[src/rtl/image_loader_if.sv]
// Byte-stream ingress plus single-word RAM write port of the image loader.
// Latency: n/a (wires only).
// Backpressure: s_ready throttles the byte stream, mem_ready stalls the write.
//
// Signals:
//   s_valid/s_data/s_ready         byte stream from host or UART bridge
//   mem_we/mem_addr/mem_wdata      write request towards the RAM
//   mem_ready                      RAM accepts the current write
// The master modport is the environment: it drives the stream and answers
// the RAM handshake. The slave modport is the loader itself.
interface image_loader_if #(
   parameter int ADDR_WIDTH = 16
);
   logic                  s_valid;
   logic [7:0]            s_data;
   logic                  s_ready;
   logic                  mem_we;
   logic [ADDR_WIDTH-1:0] mem_addr;
   logic [63:0]           mem_wdata;
   logic                  mem_ready;

   modport master (
      output s_valid, s_data, mem_ready,
      input  s_ready, mem_we, mem_addr, mem_wdata
   );

   modport slave (
      input  s_valid, s_data, mem_ready,
      output s_ready, mem_we, mem_addr, mem_wdata
   );
endinterface

[src/rtl/image_loader.sv]
// Loads a length-prefixed little-endian program image into RAM, then releases the core.
// Latency: write issued 1 cycle after a word's 8th byte; done 1 cycle after last write (or checksum byte).
// Backpressure: s_ready low while writing or terminal; a low mem_ready holds the write indefinitely.
//
// Ports:
//   clk, rst        single clock, asynchronous active-low reset
//   bus (slave)     byte stream in, RAM write request out
//   core_rst_n      core reset, released only once the image is complete
//   done, error     sticky completion / malformed-image flags
// Optional feature: define LOADER_CHKSUM_EN to require a trailing XOR
// checksum byte over the payload (header excluded).
module image_loader #(
   parameter int ADDR_WIDTH = 16,
   parameter int BASE_ADDR  = 0
) (
   input  logic           clk,
   input  logic           rst,
   image_loader_if.slave  bus,
   output logic           core_rst_n,
   output logic           done,
   output logic           error
);

   typedef enum logic [2:0] {HDR, DATA, WRITE, CHK, DONE, ERR} state_t;

   localparam logic [32:0]           MAX_WORDS = 33'd1 << ADDR_WIDTH;
   localparam logic [ADDR_WIDTH-1:0] BASE      = ADDR_WIDTH'(BASE_ADDR);

   state_t                state, state_nxt;
   logic [2:0]            byte_cnt;
   logic [31:0]           word_cnt;
   logic [31:0]           hdr_nxt;
   logic [ADDR_WIDTH:0]   word_idx;    // one extra bit so it can reach 2^ADDR_WIDTH
   logic [63:0]           shreg;
   logic [63:0]           word_nxt;
   logic                  s_fire;
   logic                  w_fire;
   logic                  last_word;
`ifdef LOADER_CHKSUM_EN
   logic [7:0]            csum;
`endif

   // Bytes enter at the top and shift down, so the first byte ends in [7:0].
   assign hdr_nxt   = {bus.s_data, word_cnt[31:8]};
   assign word_nxt  = {bus.s_data, shreg[63:8]};
   assign s_fire    = bus.s_valid && bus.s_ready;
   assign w_fire    = bus.mem_we && bus.mem_ready;
   assign last_word = (33'(word_idx) + 33'd1) == {1'b0, word_cnt};

   always_comb begin
      state_nxt = state;
      case (state)
         HDR: begin
            if (s_fire && byte_cnt == 3'd3) begin
               if (hdr_nxt == 32'd0) begin
`ifdef LOADER_CHKSUM_EN
                  state_nxt = CHK;     // empty image still carries a checksum byte
`else
                  state_nxt = DONE;
`endif
               end else if ({1'b0, hdr_nxt} > MAX_WORDS) begin
                  state_nxt = ERR;
               end else begin
                  state_nxt = DATA;
               end
            end
         end
         DATA: begin
            if (s_fire && byte_cnt == 3'd7) state_nxt = WRITE;
         end
         WRITE: begin
            if (w_fire) begin
               if (last_word) begin
`ifdef LOADER_CHKSUM_EN
                  state_nxt = CHK;
`else
                  state_nxt = DONE;
`endif
               end else begin
                  state_nxt = DATA;
               end
            end
         end
`ifdef LOADER_CHKSUM_EN
         CHK: begin
            if (s_fire) state_nxt = (bus.s_data == csum) ? DONE : ERR;
         end
`endif
         DONE:    state_nxt = DONE;
         ERR:     state_nxt = ERR;
         default: state_nxt = ERR;
      endcase
   end

   // Outputs are registered from the next state so they line up with it.
   always_ff @(posedge clk or negedge rst) begin
      if (!rst) begin
         state         <= HDR;
         byte_cnt      <= 3'd0;
         word_cnt      <= 32'd0;
         word_idx      <= '0;
         shreg         <= 64'd0;
         bus.s_ready   <= 1'b0;
         bus.mem_we    <= 1'b0;
         bus.mem_addr  <= '0;
         bus.mem_wdata <= 64'd0;
         core_rst_n    <= 1'b0;
         done          <= 1'b0;
         error         <= 1'b0;
`ifdef LOADER_CHKSUM_EN
         csum          <= 8'd0;
`endif
      end else begin
         state       <= state_nxt;
         bus.s_ready <= (state_nxt == HDR) || (state_nxt == DATA) || (state_nxt == CHK);
         bus.mem_we  <= (state_nxt == WRITE);
         done        <= (state_nxt == DONE);
         core_rst_n  <= (state_nxt == DONE);
         error       <= (state_nxt == ERR);

         if (s_fire && state == HDR) begin
            word_cnt <= hdr_nxt;
            byte_cnt <= (byte_cnt == 3'd3) ? 3'd0 : byte_cnt + 3'd1;
         end

         if (s_fire && state == DATA) begin
            shreg    <= word_nxt;
            byte_cnt <= byte_cnt + 3'd1;   // wraps to 0 after the eighth byte
`ifdef LOADER_CHKSUM_EN
            csum     <= csum ^ bus.s_data;
`endif
            if (byte_cnt == 3'd7) begin
               bus.mem_wdata <= word_nxt;
               bus.mem_addr  <= BASE + word_idx[ADDR_WIDTH-1:0];
            end
         end

         if (w_fire) word_idx <= word_idx + 1'b1;
      end
   end

endmodule

[src/flat_wrapper.sv]
// flat-port wrapper written by rule: the top's interface ports become plain ports
module image_loader_flat 
#(
   parameter int ADDR_WIDTH = 16,
   parameter int BASE_ADDR  = 0
)
  (clk, rst, core_rst_n, done, error, bus_s_valid, bus_s_data, bus_mem_ready, bus_s_ready, bus_mem_we, bus_mem_addr, bus_mem_wdata);
  image_loader_if #(.ADDR_WIDTH(ADDR_WIDTH)) bus_i ();
  input  logic clk;
  input  logic rst;
  output logic core_rst_n;
  output logic done;
  output logic error;
  input wire logic [$bits(bus_i.s_valid)-1:0] bus_s_valid;
  input wire logic [$bits(bus_i.s_data)-1:0] bus_s_data;
  input wire logic [$bits(bus_i.mem_ready)-1:0] bus_mem_ready;
  output wire logic [$bits(bus_i.s_ready)-1:0] bus_s_ready;
  output wire logic [$bits(bus_i.mem_we)-1:0] bus_mem_we;
  output wire logic [$bits(bus_i.mem_addr)-1:0] bus_mem_addr;
  output wire logic [$bits(bus_i.mem_wdata)-1:0] bus_mem_wdata;
  assign bus_i.s_valid = bus_s_valid;
  assign bus_i.s_data = bus_s_data;
  assign bus_i.mem_ready = bus_mem_ready;
  assign bus_s_ready = bus_i.s_ready;
  assign bus_mem_we = bus_i.mem_we;
  assign bus_mem_addr = bus_i.mem_addr;
  assign bus_mem_wdata = bus_i.mem_wdata;
  image_loader #(.ADDR_WIDTH(ADDR_WIDTH), .BASE_ADDR(BASE_ADDR)) u_core (.clk(clk), .rst(rst), .bus(bus_i), .core_rst_n(core_rst_n), .done(done), .error(error));
endmodule
[config.mk]
export PLATFORM = sky130hd
export DESIGN_NAME = image_loader_flat
export DESIGN_NICKNAME = d
export VERILOG_FILES = /design/src/rtl/image_loader_if.sv /design/src/rtl/image_loader.sv /design/src/flat_wrapper.sv
export SDC_FILE = /design/constraint.sdc
export NUM_CORES = 1
export LEC_CHECK = 0
export ABC_CLOCK_PERIOD_IN_PS = 2600
export BUFFER_PORTS_ARGS = -buffer_cell sky130_fd_sc_hd__buf_4
export CORE_MARGIN = 3
export CORE_UTILIZATION = 52
export DETAILED_ROUTE_END_ITERATION = 8
export GPL_ROUTABILITY_DRIVEN = 0
export PLACE_DENSITY = 0.87
export SYNTH_ARGS = -nofsm -noshare
export SYNTH_HDL_FRONTEND = slang
export SYNTH_SLANG_ARGS = --single-unit
[constraint.sdc]
create_clock -name clk -period 2.6 [get_ports clk]
set_input_delay 0.39 -clock clk [delete_from_list [all_inputs] [get_ports clk]]
set_output_delay 0.39 -clock clk [all_outputs]
set_load 0.02 [all_outputs]
==> results of run 1 <==
-- final timing paths --
kind,startpoint,to,slack [ns],cells after the start
setup / recovery,u_core.word_idx[11],u_core.core_rst_n,0.13,8
hold / removal,rst,u_core.bus.mem_addr[14],-0.002,1
setup reg to reg,u_core.word_idx[11],u_core.core_rst_n,0.13,8
hold reg to reg,u_core.byte_cnt[0],u_core.byte_cnt[0],0.50,1
max in group asynchronous,rst,u_core.word_cnt[22],1.84,2
min in group clk,bus_s_data[3],u_core.shreg[59],0.23,2
-- kinds of logic after synthesis --
logic type | count (synthesis) | synth area share [%]
buffers and inverters | 35 | 2.21
and+or+nand+nor | 102 | 7.32
DFF | 195 | 60.0
muxes | 167 | 23.1
xor gates and xnor gates | 33 | 3.55
adders and majority gates | 2 | 0.308
AOI/OAI and AO/OA | 37 | 3.52
-- registers in the layout, summed over array words and instances, names as in the netlist --
register,cells
u_core.bus.s_ready,1
u_core.bus.mem_wdata,64
u_core.bus.mem_addr,16
u_core.error,1
u_core.state,3
u_core.core_rst_n,1
u_core.shreg,56
u_core.word_idx,17
u_core.byte_cnt,3
u_core.word_cnt,32
u_core.bus.mem_we,1
-- layout make-up --
type	instances	area (sq um)	share of cell area (%)
sequential	195	4890	50.1
clock buffer	21	450	4.62
inverter	5	18.8	0.192
clock inverter	10	194	1.99
tap	211	264	2.71
timing repair buffer	111	852	8.74
multi-input combinational	341	3090	31.7
-- worst reg2reg max path, cell delays in order, from the launching register on --
cell     delay [ns]
dfrtp_1        0.52
nand4_1        0.25
or4_1          0.58
and4_2         0.24
o22ai_1        0.24
nor4_4         0.06
buf_4          0.15
a31oi_1        0.22
nor2_1         0.10
-- power groups by stage --
stage / registers (mW) / clock network, mW / logic, mW
after global placement: 3.09 / 0 / 0.0970
final: 3.03 / 2.86 / 0.0958
after CTS: 3.03 / 2.91 / 0.101
after detailed placement: 3.09 / 0 / 0.101
after global routing: 3.03 / 3.04 / 0.111
after floorplan: 3.09 / 0 / 0.00444
-- routing by layer --
layer	routed length (um)	vias to the layer above
met3	800	33
met1	6890	2541
met4	425	0
li1	-	2240
met2	7830	144
met5	0	-
-- metrics by stage --
stage | setup WS [ns] | hold WS [ns] | utilization, %
floorplan | 0.167 | 0.0944 | -
global placement | 0.197 | 0.468 | 59.5
detailed placement | 0.0775 | 0.476 | 59.5
CTS | 0.0674 | 0.0182 | 63.7
global route | 0.0237 | 0.0435 | 63.9
finish | 0.130 | -0.00186 | 63.9
-- synth_stat cells (all sizes together), types with 2 or more instances --
library cell,number
dfrtp,195
mux2,166
nand2,23
xnor2,23
clkbuf,19
nor2,14
o21ai,13
buf,11
nor4,11
nand3,10
xor2,10
nand4,9
nor3,8
inv,5
or3,5
and3,4
or2,4
a31oi,3
nand2b,3
o41ai,3
a21oi,2
and2,2
ha,2
nor2b,2
o211ai,2
-- repair_timing --
| action | CTS | global route |
|---|---|---|
| resized for setup | 0 | 6 |
| buffers inserted | 0 | 2 |
| endpoints found under the setup margin | 0 | 1 |
| endpoints found under the hold margin | 0 | 0 |
==> results.tsv, run 1 <==
stage	metric	value	unit
outcome	status	finished, violations left	
outcome	violated checks	negative hold slack	
setup_path	startpoint types	flop	
die	Die Y	131	um
layout	Fillers	1093	
grt	met1 Track Usage GR	26.0	%
sta	TNS Setup	0	ns
sta	clk_skew	0.00922	ns
cts	clk buf depth	2	
grt	first-pass GRT wire length	26200	um
die	area of the die	17200	sq um
setup_path	Buf+Inv Stages, Crit Path	1	
grt	number of global-route vias before repair	5097	
placed_design	placed insts	861	
setup_path	critical path endpoint category	flop	
grt	largest net degree at the start of global routing	83	
logic_synthesis	top-area cell type share of the netlist area	60.0	%
power	Net Sw Power	1.18	mW
placed_design	Cell Area, Placed	9080	sq um
die	total I/O pin count	97	
power	power per cell area	614	nW/um^2
setup_path	critical-path cell list	nand4_1 -> or4_1 -> and4_2 -> o22ai_1 -> nor4_4 -> buf_4 -> a31oi_1 -> nor2_1	
detailed_routing	initial DRC count	259	
layout	Synth-to-Final Area Change	19.9	%
layout	number of antenna repair diodes	0	
cts	clk sink count	195	
sta	min cycle time layout	2.47	ns
sta	RSZ-0062 raised after global routing	false	
grt	GRT met2 Usage	31.1	%
cts	CTS tree	built	
power	Internal Power	4.80	mW
cts	CTS HTree Levels	4	
logic_synthesis	Synth Warn #	0	
logic_synthesis	register bit count reported by yosys	195	
layout	most frequent cells in the layout	dfrtp_1 (190), mux2_2 (166), buf_4 (109)	
placed_design	Port Buffers	96	
setup_path	Max FO, Critical Path	7	
sta	hold_ws	-0.00186	ns
sta	final slew viol count	0	
cts	clk slew on worst S/H paths	0.07	ns
setup_path	critical path's largest stage delay	0.58	ns
detailed_routing	router iterations before antenna repair	5	
logic_synthesis	Seq/Total Area, Yosys	60.0	%
die	Initial Utilization	53.3	%
setup_path	crit path DAT	2.77	ns
power	combinational group share of total power	1.6	%
grt	GR Util All Layers	19.6	%
sta	Max Clock Freq	0.405	GHz
logic_synthesis	EDFF count, synth	0	
power	Max VDD drop	599	uV
setup_path	CP top delay family	simple AND/OR/NAND/NOR gates	
layout	Non-Filler Instances	894	
run	max-cap viol count	0	
worst_hold_path	worst hold path class	in -> async	
power	total power	5.99	mW
setup_path	Critical Path RT	2.90	ns
detailed_routing	DR WL/cell	17.8	um
grt	antenna violations before repair	0	
logic_synthesis	Yosys cell types	60	
logic_synthesis	Async SR Flop Fraction	100	%
logic_synthesis	post-synth top area cell	dfrtp_1	
setup_path	slowest cell on the critical path	or4_1	
layout	fin area	9750	sq um
logic_synthesis	Top FF cell, synth	dfrtp_1	
layout	commonest non-fill, non-tap cell in the layout	dfrtp_1	
power	clock share of power	47.7	%
detailed_routing	# DRC	0	
power	Reg power frac	50.7	%
logic_synthesis	net count after synthesis	585	
sta	Max-Slew Margin vs Limit	51.6	%
grt	total global routing overflow	0	
die	total core area	15300	sq um
power	leakage power	4.95	nW
detailed_routing	Vias/cell	5.55	
logic_synthesis	Mean Syn Cell Area	14.2	sq um
setup_path	Setup CP Type	reg -> reg	
detailed_routing	Routed Antenna Nets	0	
cts	total CTS buffers	17	
placed_design	placed wire-length estimate	11100	um
detailed_routing	Total Wirelength	15900	um
detailed_routing	via count	4958	
grt	met3 GRT Util	4.09	%
logic_synthesis	synth top area cells	dfrtp_1 (60%), mux2_2 (23%), xnor2_1 (2.5%), xor2_1 (1.1%), nand2_1 (1.0%)	
sta	fin crit share	95.0	%
cts	clk root buf	clkbuf_16	
sta	endpoints failing hold	2	
layout	layout cells sized above 1	48.8	%
power	Net Sw Frac	19.8	%
grt	GR peak layer	met2	
cts	Worst-Skew Late Latency	0.43	ns
sta	worst-margin pin slew	0.726	ns
die	row count	45	
sta	Final Setup Violations	0	
layout	Final #Nets	685	
die	Die Width	131	um
cts	CTS Hold Bufs	0	
logic_synthesis	post-synthesis instance area	8140	sq um
logic_synthesis	Synth Instances	571	
No activity file was read; power rests on OpenSTA's default activity.
==> inputs of run 2 (changes only) <==
--- a/config.mk
+++ b/config.mk
@@ -6,10 +6,10 @@
 export NUM_CORES = 1
 export LEC_CHECK = 0
 export ABC_CLOCK_PERIOD_IN_PS = 2600
-export BUFFER_PORTS_ARGS = -buffer_cell sky130_fd_sc_hd__buf_4
 export CORE_MARGIN = 3
-export CORE_UTILIZATION = 52
+export CORE_UTILIZATION = 57
 export DETAILED_ROUTE_END_ITERATION = 8
+export DONT_BUFFER_PORTS = 1
 export GPL_ROUTABILITY_DRIVEN = 0
 export PLACE_DENSITY = 0.87
 export SYNTH_ARGS = -nofsm -noshare
==> results.tsv, run 2 (synthesis results as in run 1) <==
stage	metric	value	unit
setup_path	startpoint types	flop	
power	Max VDD drop	359	uV
sta	endpoints failing hold	195	
cts	clk root buf	clkbuf_16	
grt	largest net degree at the start of global routing	196	
grt	number of global-route vias before repair	4930	
layout	commonest non-fill, non-tap cell in the layout	dfrtp_1	
sta	worst-margin pin slew	0.634	ns
layout	layout cells sized above 1	41.5	%
detailed_routing	Routed Antenna Nets	0	
power	Internal Power	4.40	mW
cts	clk slew on worst S/H paths	0.08	ns
layout	Fillers	970	
detailed_routing	initial DRC count	334	
setup_path	crit path DAT	2.80	ns
detailed_routing	# DRC	0	
die	Die Y	125	um
die	total I/O pin count	97	
placed_design	placed wire-length estimate	10300	um
sta	final slew viol count	0	
layout	Biggest register	u_core.bus.mem_wdata	
sta	min cycle time layout	2.48	ns
layout	Non-Filler Instances	763	
layout	most frequent cells in the layout	dfrtp_1 (188), mux2_2 (166), xnor2_1 (23)	
grt	first-pass GRT wire length	25800	um
outcome	violated checks	negative hold slack	
power	leakage power	4.38	nW
cts	Worst-Skew Late Latency	0.43	ns
placed_design	Cell Area, Placed	8280	sq um
power	total power	5.61	mW
grt	GR Util All Layers	20.6	%
outcome	status	finished, violations left	
die	area of the die	15700	sq um
sta	TNS Setup	0	ns
power	Reg power frac	54.0	%
layout	biggest regs	u_core.bus.mem_wdata: 64 flops, u_core.shreg: 56 flops, u_core.word_cnt: 32 flops	
grt	total global routing overflow	0	
die	Die Width	125	um
setup_path	critical path endpoint category	flop	
power	combinational group share of total power	0.2	%
worst_hold_path	worst hold path class	in -> async	
power	power per cell area	629	nW/um^2
detailed_routing	DR WL/cell	20.1	um
setup_path	Setup CP Type	reg -> reg	
placed_design	Port Buffers	0	
sta	Final Setup Violations	0	
power	Net Sw Frac	21.6	%
detailed_routing	Total Wirelength	15300	um
die	total core area	13900	sq um
sta	hold_ws	-0.342	ns
layout	fin area	8920	sq um
cts	total CTS buffers	17	
layout	number of flip-flops under the largest register name	64	
placed_design	placed insts	730	
layout	Final #Nets	584	
layout	number of antenna repair diodes	0	
detailed_routing	via count	4599	
cts	clk buf depth	2	
power	Net Sw Power	1.21	mW
die	row count	43	
sta	fin crit share	95.5	%
detailed_routing	router iterations before antenna repair	4	
layout	Synth-to-Final Area Change	9.70	%
grt	antenna violations before repair	1	
run	max-cap viol count	0	
sta	Max Clock Freq	0.403	GHz
detailed_routing	Vias/cell	6.03	
cts	CTS HTree Levels	4	
sta	Max-Slew Margin vs Limit	57.7	%
cts	clk sink count	195	
sta	clk_skew	0.0111	ns
cts	CTS tree	built	
die	Initial Utilization	58.4	%
power	clock share of power	45.8	%
setup_path	Critical Path RT	2.92	ns
setup_path	Max FO, Critical Path	7	
-- run 2: changes by cell type in the layout (fill, tap and decap cells not counted), sizes merged --
cell,change
bufinv,-4
buf,-100
clkinvlp,+3
clkbuf,-5
clkinv,+6
-- run 2: final timing paths --
path                                    start  cells past startpoint  slack [ns]                  endpoint
setup / recovery           u_core.word_idx[0]                      8        0.12              u_core.error
hold / removal                            rst                      0       -0.34          u_core.shreg[25]
setup reg to reg           u_core.word_idx[0]                      8        0.12              u_core.error
hold reg to reg            u_core.byte_cnt[0]                      1        0.50        u_core.byte_cnt[0]
max in group asynchronous                 rst                      0        2.67          u_core.shreg[23]
min in group clk                bus_s_data[3]                      1        0.10  u_core.bus.mem_wdata[59]
-- run 2: metrics by stage --
stage	util, %	setup WS [ns]	hold WS, ns
finish	64.0	0.118	-0.342
global route	64.0	-0.000478	-0.368
CTS	63.7	0.0201	-0.365
detailed placement	59.5	0.0105	0.100
global placement	59.5	0.199	0.101
floorplan	-	0.167	0.0944
-- run 2: worst max-delay path, stage by stage (launching register included) --
cell	delay [ns]
dfrtp_1	0.38
ha_2	0.24
nand3_4	0.12
or2_4	0.31
o41ai_4	0.37
o221ai_2	0.17
nor4_4	0.26
a41oi_2	0.20
a311oi_1	0.32
-- run 2: what timing repair did --
action                                  4_1_cts  5_1_grt
endpoints found under the setup margin        1        3
cloned                                        0        0
endpoints found under the hold margin       195      195
resized for setup                             1       11
pin swaps                                     0        2
setup buffers                                 0        1
-- run 2: area by class of cell --
cell class	count	area (sq um)	share of cell area (%)
inverter	5	18.8	0.210
multi-input combinational	341	3110	34.8
clock buffer	17	425	4.77
sequential	195	4890	54.8
tap	180	225	2.52
clock inverter	15	170	1.91
timing repair buffer	10	87.6	0.981
-- run 2: power groups by stage --
stage	Sequential (mW)	Clock [mW]	Combinational, mW
after CTS	3.03	2.62	0.00888
after global routing	3.03	2.76	0.00919
after detailed placement	3.09	0	0.00805
after global placement	3.09	0	0.00814
final	3.03	2.57	0.00882
after floorplan	3.09	0	0.00444
-- run 2: routing by layer --
metal	vias up	global-route usage [%]	share of wire (%)
li1	2048	-	-
met1	2347	26.4	42
met2	169	32.8	49
met3	33	6.71	6.8
met4	2	8.42	2.3
met5	-	0	0.085
